## src/rtl/tx_config_pkg.sv

```systemverilog
// tx_config_pkg: instruction constants, field positions, tx FSM states and PE mask generation
package tx_config_pkg;
   localparam int PE_NUM = 32;
   localparam int INST_W = 64;
   localparam int ADDR_W = 32;
   localparam int LEN_W  = 12;
   localparam logic [3:0] WR_OP_O = 4'h2;
   localparam logic [3:0] WR_OP_P = 4'h3;
   localparam int OP_HI   = 61;
   localparam int OP_LO   = 58;
   localparam int BUF_HI  = 57;
   localparam int BUF_LO  = 52;
   localparam int SIZE_HI = 51;
   localparam int SIZE_LO = 40;
   localparam int ADDR_HI = 31;
   localparam int ADDR_LO = 0;
   typedef enum logic [1:0] {IDLE, CONF, XFER, DONE} tx_state_e;
   // bits shifted past PE_NUM fall off, so out-of-range buffer ids yield an empty mask
   function automatic logic [PE_NUM-1:0] gen_mask(input logic single, input logic [5:0] buf_id);
      return single ? PE_NUM'(1) << buf_id : PE_NUM'(15) << {buf_id, 2'b00};
   endfunction
endpackage

```

## src/rtl/tx_config_if.sv

```systemverilog
// tx_config_if: instruction, buffer-readout config and DDR write-command handshakes
interface tx_config_if;
   import tx_config_pkg::*;
   logic              ins_valid;
   logic              ins_ready;
   logic [INST_W-1:0] ins;
   logic              obuf_conf_valid;
   logic              obuf_conf_ready;
   logic              pbuf_conf_valid;
   logic              pbuf_conf_ready;
   logic [3:0]        buf_conf_mode;
   logic [LEN_W-1:0]  buf_conf_trans_num;
   logic [PE_NUM-1:0] buf_conf_mask;
   logic              ddr_cmd_valid;
   logic              ddr_cmd_ready;
   logic [ADDR_W-1:0] ddr_cmd_addr;
   logic [LEN_W-1:0]  ddr_cmd_len;
   modport master (
      output ins_valid, ins, obuf_conf_ready, pbuf_conf_ready, ddr_cmd_ready,
      input  ins_ready, obuf_conf_valid, pbuf_conf_valid, buf_conf_mode, buf_conf_trans_num,
             buf_conf_mask, ddr_cmd_valid, ddr_cmd_addr, ddr_cmd_len
   );
   modport slave (
      input  ins_valid, ins, obuf_conf_ready, pbuf_conf_ready, ddr_cmd_ready,
      output ins_ready, obuf_conf_valid, pbuf_conf_valid, buf_conf_mode, buf_conf_trans_num,
             buf_conf_mask, ddr_cmd_valid, ddr_cmd_addr, ddr_cmd_len
   );
endinterface

```

## src/rtl/tx_beat_counter.sv

```systemverilog
// tx_beat_counter: delivered-beat counter with clear, saturating at target
module tx_beat_counter
   import tx_config_pkg::*;
(
   input  logic             clk,
   input  logic             rst,
   input  logic             clr,
   input  logic             en,
   input  logic [LEN_W-1:0] target,
   output logic             done,
   output logic             reach
);
   logic [LEN_W-1:0] cnt;
   // reach also covers the cycle in which the final beat lands
   always_comb begin
      done = cnt == target;
      reach = done | (en & (cnt + LEN_W'(1) == target));
   end
   always_ff @(posedge clk)
      if (rst || clr) cnt <= '0;
      else if (en && !done) cnt <= cnt + LEN_W'(1);
endmodule

```

## src/rtl/tx_config.sv

```systemverilog
// tx_config: decodes write instructions, configures obuf/pbuf readout and issues one DDR write each.
// Optional TX_CONFIG_ERR_EN adds sticky err_flag/err_code reporting.
module tx_config
   import tx_config_pkg::*;
(
   input  logic              clk,
   input  logic              rst,
   input  logic [3:0]        layer_type,
   tx_config_if.slave        bus,
   input  logic              ddr_beat,
   output logic              ddr_data_sel,
   output logic              tx_done_pulse,
   output logic [PE_NUM-1:0] tx_buf_mask,
   output logic [1:0]        tx_buf_type
`ifdef TX_CONFIG_ERR_EN
   ,
   output logic              err_flag,
   output logic [1:0]        err_code
`endif
);
   tx_state_e state, next;
   logic [3:0] op;
   logic [LEN_W-1:0] size;
   logic accept, is_wr, latch, start, counting, hs_done, cnt_done, reach, unused;
   assign op = bus.ins[OP_HI:OP_LO];
   assign size = bus.ins[SIZE_HI:SIZE_LO];
   assign accept = bus.ins_valid & bus.ins_ready;
   assign is_wr = op == WR_OP_O || op == WR_OP_P;
   assign latch = accept & is_wr;
   assign start = latch & (size != '0);
   assign counting = state == CONF || state == XFER;
   assign hs_done = (~bus.obuf_conf_valid | bus.obuf_conf_ready)
                  & (~bus.pbuf_conf_valid | bus.pbuf_conf_ready)
                  & (~bus.ddr_cmd_valid | bus.ddr_cmd_ready);
   assign bus.buf_conf_trans_num = bus.ddr_cmd_len;
   assign tx_buf_mask = bus.buf_conf_mask;
   assign unused = ^{bus.ins[INST_W-1:OP_HI+1], bus.ins[SIZE_LO-1:ADDR_HI+1], cnt_done};
   tx_beat_counter u_cnt (
      .clk    (clk),
      .rst    (rst),
      .clr    (latch),
      .en     (ddr_beat & counting),
      .target (bus.ddr_cmd_len),
      .done   (cnt_done),
      .reach  (reach)
   );
   always_comb begin
      next = state == IDLE ? (latch ? (size == '0 ? DONE : CONF) : IDLE)
           : state == CONF ? (hs_done ? XFER : CONF)
           : state == XFER ? (reach ? DONE : XFER)
           : IDLE;
      tx_done_pulse = state == DONE;
   end
   always_ff @(posedge clk)
      if (rst) state <= IDLE;
      else state <= next;
   always_ff @(posedge clk)
      if (rst) begin
         bus.ins_ready <= 1'b1;
         bus.obuf_conf_valid <= 1'b0;
         bus.pbuf_conf_valid <= 1'b0;
         bus.ddr_cmd_valid <= 1'b0;
         bus.buf_conf_mode <= '0;
         bus.buf_conf_mask <= '0;
         bus.ddr_cmd_addr <= '0;
         bus.ddr_cmd_len <= '0;
         ddr_data_sel <= 1'b0;
         tx_buf_type <= '0;
      end else begin
         bus.ins_ready <= next == IDLE;
         bus.obuf_conf_valid <= start ? op == WR_OP_O : bus.obuf_conf_valid & ~bus.obuf_conf_ready;
         bus.pbuf_conf_valid <= start ? op == WR_OP_P : bus.pbuf_conf_valid & ~bus.pbuf_conf_ready;
         bus.ddr_cmd_valid <= start | (bus.ddr_cmd_valid & ~bus.ddr_cmd_ready);
         if (latch) begin
            bus.buf_conf_mode <= layer_type;
            bus.buf_conf_mask <= gen_mask(layer_type[0], bus.ins[BUF_HI:BUF_LO]);
            bus.ddr_cmd_addr <= bus.ins[ADDR_HI:ADDR_LO];
            bus.ddr_cmd_len <= size;
            ddr_data_sel <= op == WR_OP_P;
            tx_buf_type <= op == WR_OP_P ? 2'b01 : 2'b10;
         end
      end
`ifdef TX_CONFIG_ERR_EN
   logic [1:0] err_now;
   always_comb
      err_now = ddr_beat && (state == IDLE || state == DONE) ? 2'b01
              : ddr_beat && counting && cnt_done ? 2'b10
              : accept && !is_wr ? 2'b11
              : 2'b00;
   always_ff @(posedge clk)
      if (rst) begin
         err_flag <= 1'b0;
         err_code <= '0;
      end else if (!err_flag && err_now != '0) begin
         err_flag <= 1'b1;
         err_code <= err_now;
      end
`endif
endmodule

```

## src/flat_wrapper.sv

```systemverilog
// flat-port wrapper written by rule: the top's interface ports become plain ports
module tx_config_flat import tx_config_pkg::*;
  (clk, rst, layer_type, ddr_beat, ddr_data_sel, tx_done_pulse, tx_buf_mask, tx_buf_type, bus_ins_valid, bus_ins, bus_obuf_conf_ready, bus_pbuf_conf_ready, bus_ddr_cmd_ready, bus_ins_ready, bus_obuf_conf_valid, bus_pbuf_conf_valid, bus_buf_conf_mode, bus_buf_conf_trans_num, bus_buf_conf_mask, bus_ddr_cmd_valid, bus_ddr_cmd_addr, bus_ddr_cmd_len);
  tx_config_if bus_i ();
  input  logic clk;
  input  logic rst;
  input  logic [3:0] layer_type;
  input  logic ddr_beat;
  output logic ddr_data_sel;
  output logic tx_done_pulse;
  output logic [PE_NUM-1:0] tx_buf_mask;
  output logic [1:0] tx_buf_type;
  input wire logic [$bits(bus_i.ins_valid)-1:0] bus_ins_valid;
  input wire logic [$bits(bus_i.ins)-1:0] bus_ins;
  input wire logic [$bits(bus_i.obuf_conf_ready)-1:0] bus_obuf_conf_ready;
  input wire logic [$bits(bus_i.pbuf_conf_ready)-1:0] bus_pbuf_conf_ready;
  input wire logic [$bits(bus_i.ddr_cmd_ready)-1:0] bus_ddr_cmd_ready;
  output wire logic [$bits(bus_i.ins_ready)-1:0] bus_ins_ready;
  output wire logic [$bits(bus_i.obuf_conf_valid)-1:0] bus_obuf_conf_valid;
  output wire logic [$bits(bus_i.pbuf_conf_valid)-1:0] bus_pbuf_conf_valid;
  output wire logic [$bits(bus_i.buf_conf_mode)-1:0] bus_buf_conf_mode;
  output wire logic [$bits(bus_i.buf_conf_trans_num)-1:0] bus_buf_conf_trans_num;
  output wire logic [$bits(bus_i.buf_conf_mask)-1:0] bus_buf_conf_mask;
  output wire logic [$bits(bus_i.ddr_cmd_valid)-1:0] bus_ddr_cmd_valid;
  output wire logic [$bits(bus_i.ddr_cmd_addr)-1:0] bus_ddr_cmd_addr;
  output wire logic [$bits(bus_i.ddr_cmd_len)-1:0] bus_ddr_cmd_len;
  assign bus_i.ins_valid = bus_ins_valid;
  assign bus_i.ins = bus_ins;
  assign bus_i.obuf_conf_ready = bus_obuf_conf_ready;
  assign bus_i.pbuf_conf_ready = bus_pbuf_conf_ready;
  assign bus_i.ddr_cmd_ready = bus_ddr_cmd_ready;
  assign bus_ins_ready = bus_i.ins_ready;
  assign bus_obuf_conf_valid = bus_i.obuf_conf_valid;
  assign bus_pbuf_conf_valid = bus_i.pbuf_conf_valid;
  assign bus_buf_conf_mode = bus_i.buf_conf_mode;
  assign bus_buf_conf_trans_num = bus_i.buf_conf_trans_num;
  assign bus_buf_conf_mask = bus_i.buf_conf_mask;
  assign bus_ddr_cmd_valid = bus_i.ddr_cmd_valid;
  assign bus_ddr_cmd_addr = bus_i.ddr_cmd_addr;
  assign bus_ddr_cmd_len = bus_i.ddr_cmd_len;
  tx_config u_core (.clk(clk), .rst(rst), .layer_type(layer_type), .bus(bus_i), .ddr_beat(ddr_beat), .ddr_data_sel(ddr_data_sel), .tx_done_pulse(tx_done_pulse), .tx_buf_mask(tx_buf_mask), .tx_buf_type(tx_buf_type));
endmodule
```

## config.mk

```make
export PLATFORM = sky130hd
export DESIGN_NAME = tx_config_flat
export DESIGN_NICKNAME = d
export VERILOG_FILES = /design/src/rtl/tx_config_pkg.sv /design/src/rtl/tx_config_if.sv /design/src/rtl/tx_beat_counter.sv /design/src/rtl/tx_config.sv /design/src/flat_wrapper.sv
export SDC_FILE = /design/constraint.sdc
export NUM_CORES = 1
export LEC_CHECK = 0
export BUFFER_PORTS_ARGS = -buffer_cell sky130_fd_sc_hd__clkbuf_2
export CAP_MARGIN = 20
export CORE_UTILIZATION = 48
export CTS_BUF_LIST = sky130_fd_sc_hd__clkbuf_16
export DETAILED_ROUTE_END_ITERATION = 12
export GPL_TIMING_DRIVEN = 0
export PLACE_DENSITY = 0.81
export SETUP_SLACK_MARGIN = 0.2
export SLEW_MARGIN = 20
export SYNTH_ARGS = -nofsm -noshare
export SYNTH_HDL_FRONTEND = slang
export SYNTH_HIERARCHICAL = 1
export SYNTH_SLANG_ARGS = --single-unit
```

## constraint.sdc

```tcl
create_clock -name clk -period 2.53 [get_ports clk]
set_input_delay 0.253 -clock clk [delete_from_list [all_inputs] [get_ports clk]]
set_output_delay 0.253 -clock clk [all_outputs]
set_load 0.1 [all_outputs]
```

==> results_dict.tcl <==
set metrics [dict create \
    outcome "completed" \
    htree_levels 3 \
    dpl_worst_slack_ns -0.143 \
    stdcell_count 952 \
    post-route-util 0.650 \
    drv_slew 0 \
    postSynthAreaPerCell_um2 8.14 \
    worstRegToRegCells 10 \
    fin_nets 894 \
    n_antenna_cell 0 \
    worstPathArrival_ns 2.60 \
    path_class "flip-flop to flip-flop" \
    ys_warn_count 6 \
    multi_input_area_mm2 0.00241 \
    timing.final.crit_share 0.918 \
    pwr_density_cell_mw_per_mm2 572 \
    die_area_mm2 0.0107 \
    fin_crit_ns 2.32 \
    grt_max_degree 19 \
    std_cell_rows 36 \
    drt_iter0_drc 190 \
    cts_buffer_depth 2 \
    grt_pass1_wl_um 20900 \
    port_buffers 196 \
    clk_pin_slew_ns 0.07 \
    nFillCells 844 \
    hp-class "primary input to flip-flop" \
    worstHoldStart "bus_ins[15]" \
    relSlewSlack 0.610 \
    rsz0062_at_grt "yes" \
    leakage_nw 2.72 \
    drtAntennaViolNets 0 \
    holdPathEnd "u_core/bus.ddr_cmd_addr[15]" \
    layout.area.seq_mm2 0.00202 \
    synthCells 607 \
    mostFrequentLayoutCell "clkbuf_2" \
    setup_slack_ns 0.207 \
    areaGrowthSynthToFinish_pct 29.9 \
    worst_slew_pin_slew_ns 0.587 \
    gr-total-overflow 0 \
    die_w_um 103 \
    synth_nets 687 \
    cts_tree "done" \
    die_h_um 103 \
    placed_cell_area_mm2 0.00610 \
    routed_wl_um 13800 \
    worstSetupStartpointType "flip-flop" \
    initial_core_util 0.501 \
    via_count 5015 \
    peakVddDrop_v 0.000382 \
    place.gp.congestion 0.935 \
    finalSetupViolations 0 \
    clock-sinks 100 \
    hold_depth 3 \
    cp_data_required_time_ns 2.81 \
    reg2reg_to "u_core/state[0]" \
    layout-drive-gt1-share 0.387 \
    syn_area_mm2 0.00494 \
    placedCellCount 936 \
    core_mm2 0.00986 \
    power_mw 3.67 \
    clk_latency_ns 0.34 \
    firstDrtPassIters 5 \
    grt_use_met3 0.0632 \
    busiest_layer "met2" \
    hold_viol_final 0 \
    crit_path_end_kind "flip-flop" \
    grt_antenna_before_repair 0 \
    grt_pass1_vias 4337 \
    hpwlAfterDp_um 10600 \
    path_max_fanout 8 \
    final_cell_mix "clkbuf_2 (197), nand2_1 (136), dfxtp_1 (89)" \
    cts-buffers-inserted 9 \
    fmax_mhz 431 \
    r2r_slack_ns 0.21 \
    clockRootBuffer "clkbuf_16" \
    cap_violations 0 \
    drc 0 \
    viasPerCell 5.27 \
    skew_ns 0.00791 \
    r2r_start "u_core/u_cnt/cnt[0]" \
    grtUsageMet2 0.443 \
    ios 207 \
    post_cts_buffers 0 \
    grt_usage 0.256 \
    wire_per_inst_um 14.5 \
    met1_usage 0.316 \
    final_cell_area_mm2 0.00641 \
]
[registers in the layout, indices dropped and copies added (netlist names), 2 cells and up]
signal / count
u_core/tx_buf_type: 2
u_core/bus.buf_conf_mode: 4
u_core/u_cnt/cnt: 12
u_core/bus.ddr_cmd_addr: 32
u_core/state: 2
u_core/bus.buf_conf_trans_num: 12
u_core/bus.buf_conf_mask: 32
[critical path: stages, from the launching register on]
cell and delay [ns]:
dfxtp_4 0.41, ha_4 0.20, nand3_2 0.12, or4b_1 0.57
o211ai_2 0.18, o211ai_1 0.14, o41ai_2 0.27, a21oi_1 0.11
nor2_1 0.10, a22oi_1 0.07, nor2_1 0.08
[layer usage]
metal / wire length (µm) / share of wire
met5: 0 / 0
met4: 219 / 0.016
met3: 1140 / 0.083
met2: 6880 / 0.50
met1: 5510 / 0.40
[metrics by stage]
step / setup TNS, ns / hold WS [ns]
after floorplan: 0 / 0.349
after global placement: -0.0648 / 0.443
after detailed placement: -0.143 / 0.447
after CTS: 0 / 0.116
after global routing: 0 / 0.114
final: 0 / 0.128
[repair_timing]
action,4_1_cts,5_1_grt
setup endpoints to repair,1,1
hold buffers,0,0
pin swaps,1,0
resized for setup,8,2
[power breakdown]
part | total (mW) | internal (mW) | switching (mW) | leakage (nW)
clock | 1.30 | 0.681 | 0.619 | 0.133
combinational | 0.730 | 0.153 | 0.578 | 1.77
sequential | 1.64 | 1.61 | 0.0316 | 0.815
[how the worst max path moves through the flow]
stage / startpoint / end / slack (ns) / cells after the start
floorplan: u_core/bus.buf_conf_trans_num[3] / u_core/state[0] / 0.21 / 8
global placement: u_core/u_cnt/cnt[0] / u_core/state[0] / -0.06 / 10
detailed placement: u_core/u_cnt/cnt[0] / u_core/state[0] / -0.14 / 10
CTS: u_core/state[0] / u_core/state[0] / 0.21 / 12
global route: u_core/u_cnt/cnt[0] / u_core/state[0] / 0.06 / 11
finish: u_core/u_cnt/cnt[0] / u_core/state[0] / 0.21 / 10
[area by class of cell]
class,count,area share
plain buffers,83,0.0825
well taps,133,0.0259
inverters,7,0.00410
repair buffers,196,0.153
flip-flops and latches,100,0.315
clock inverters,7,0.00917
clock buffers,9,0.0351
multi-input cells,417,0.375
(Power assumes the default switching activity.)
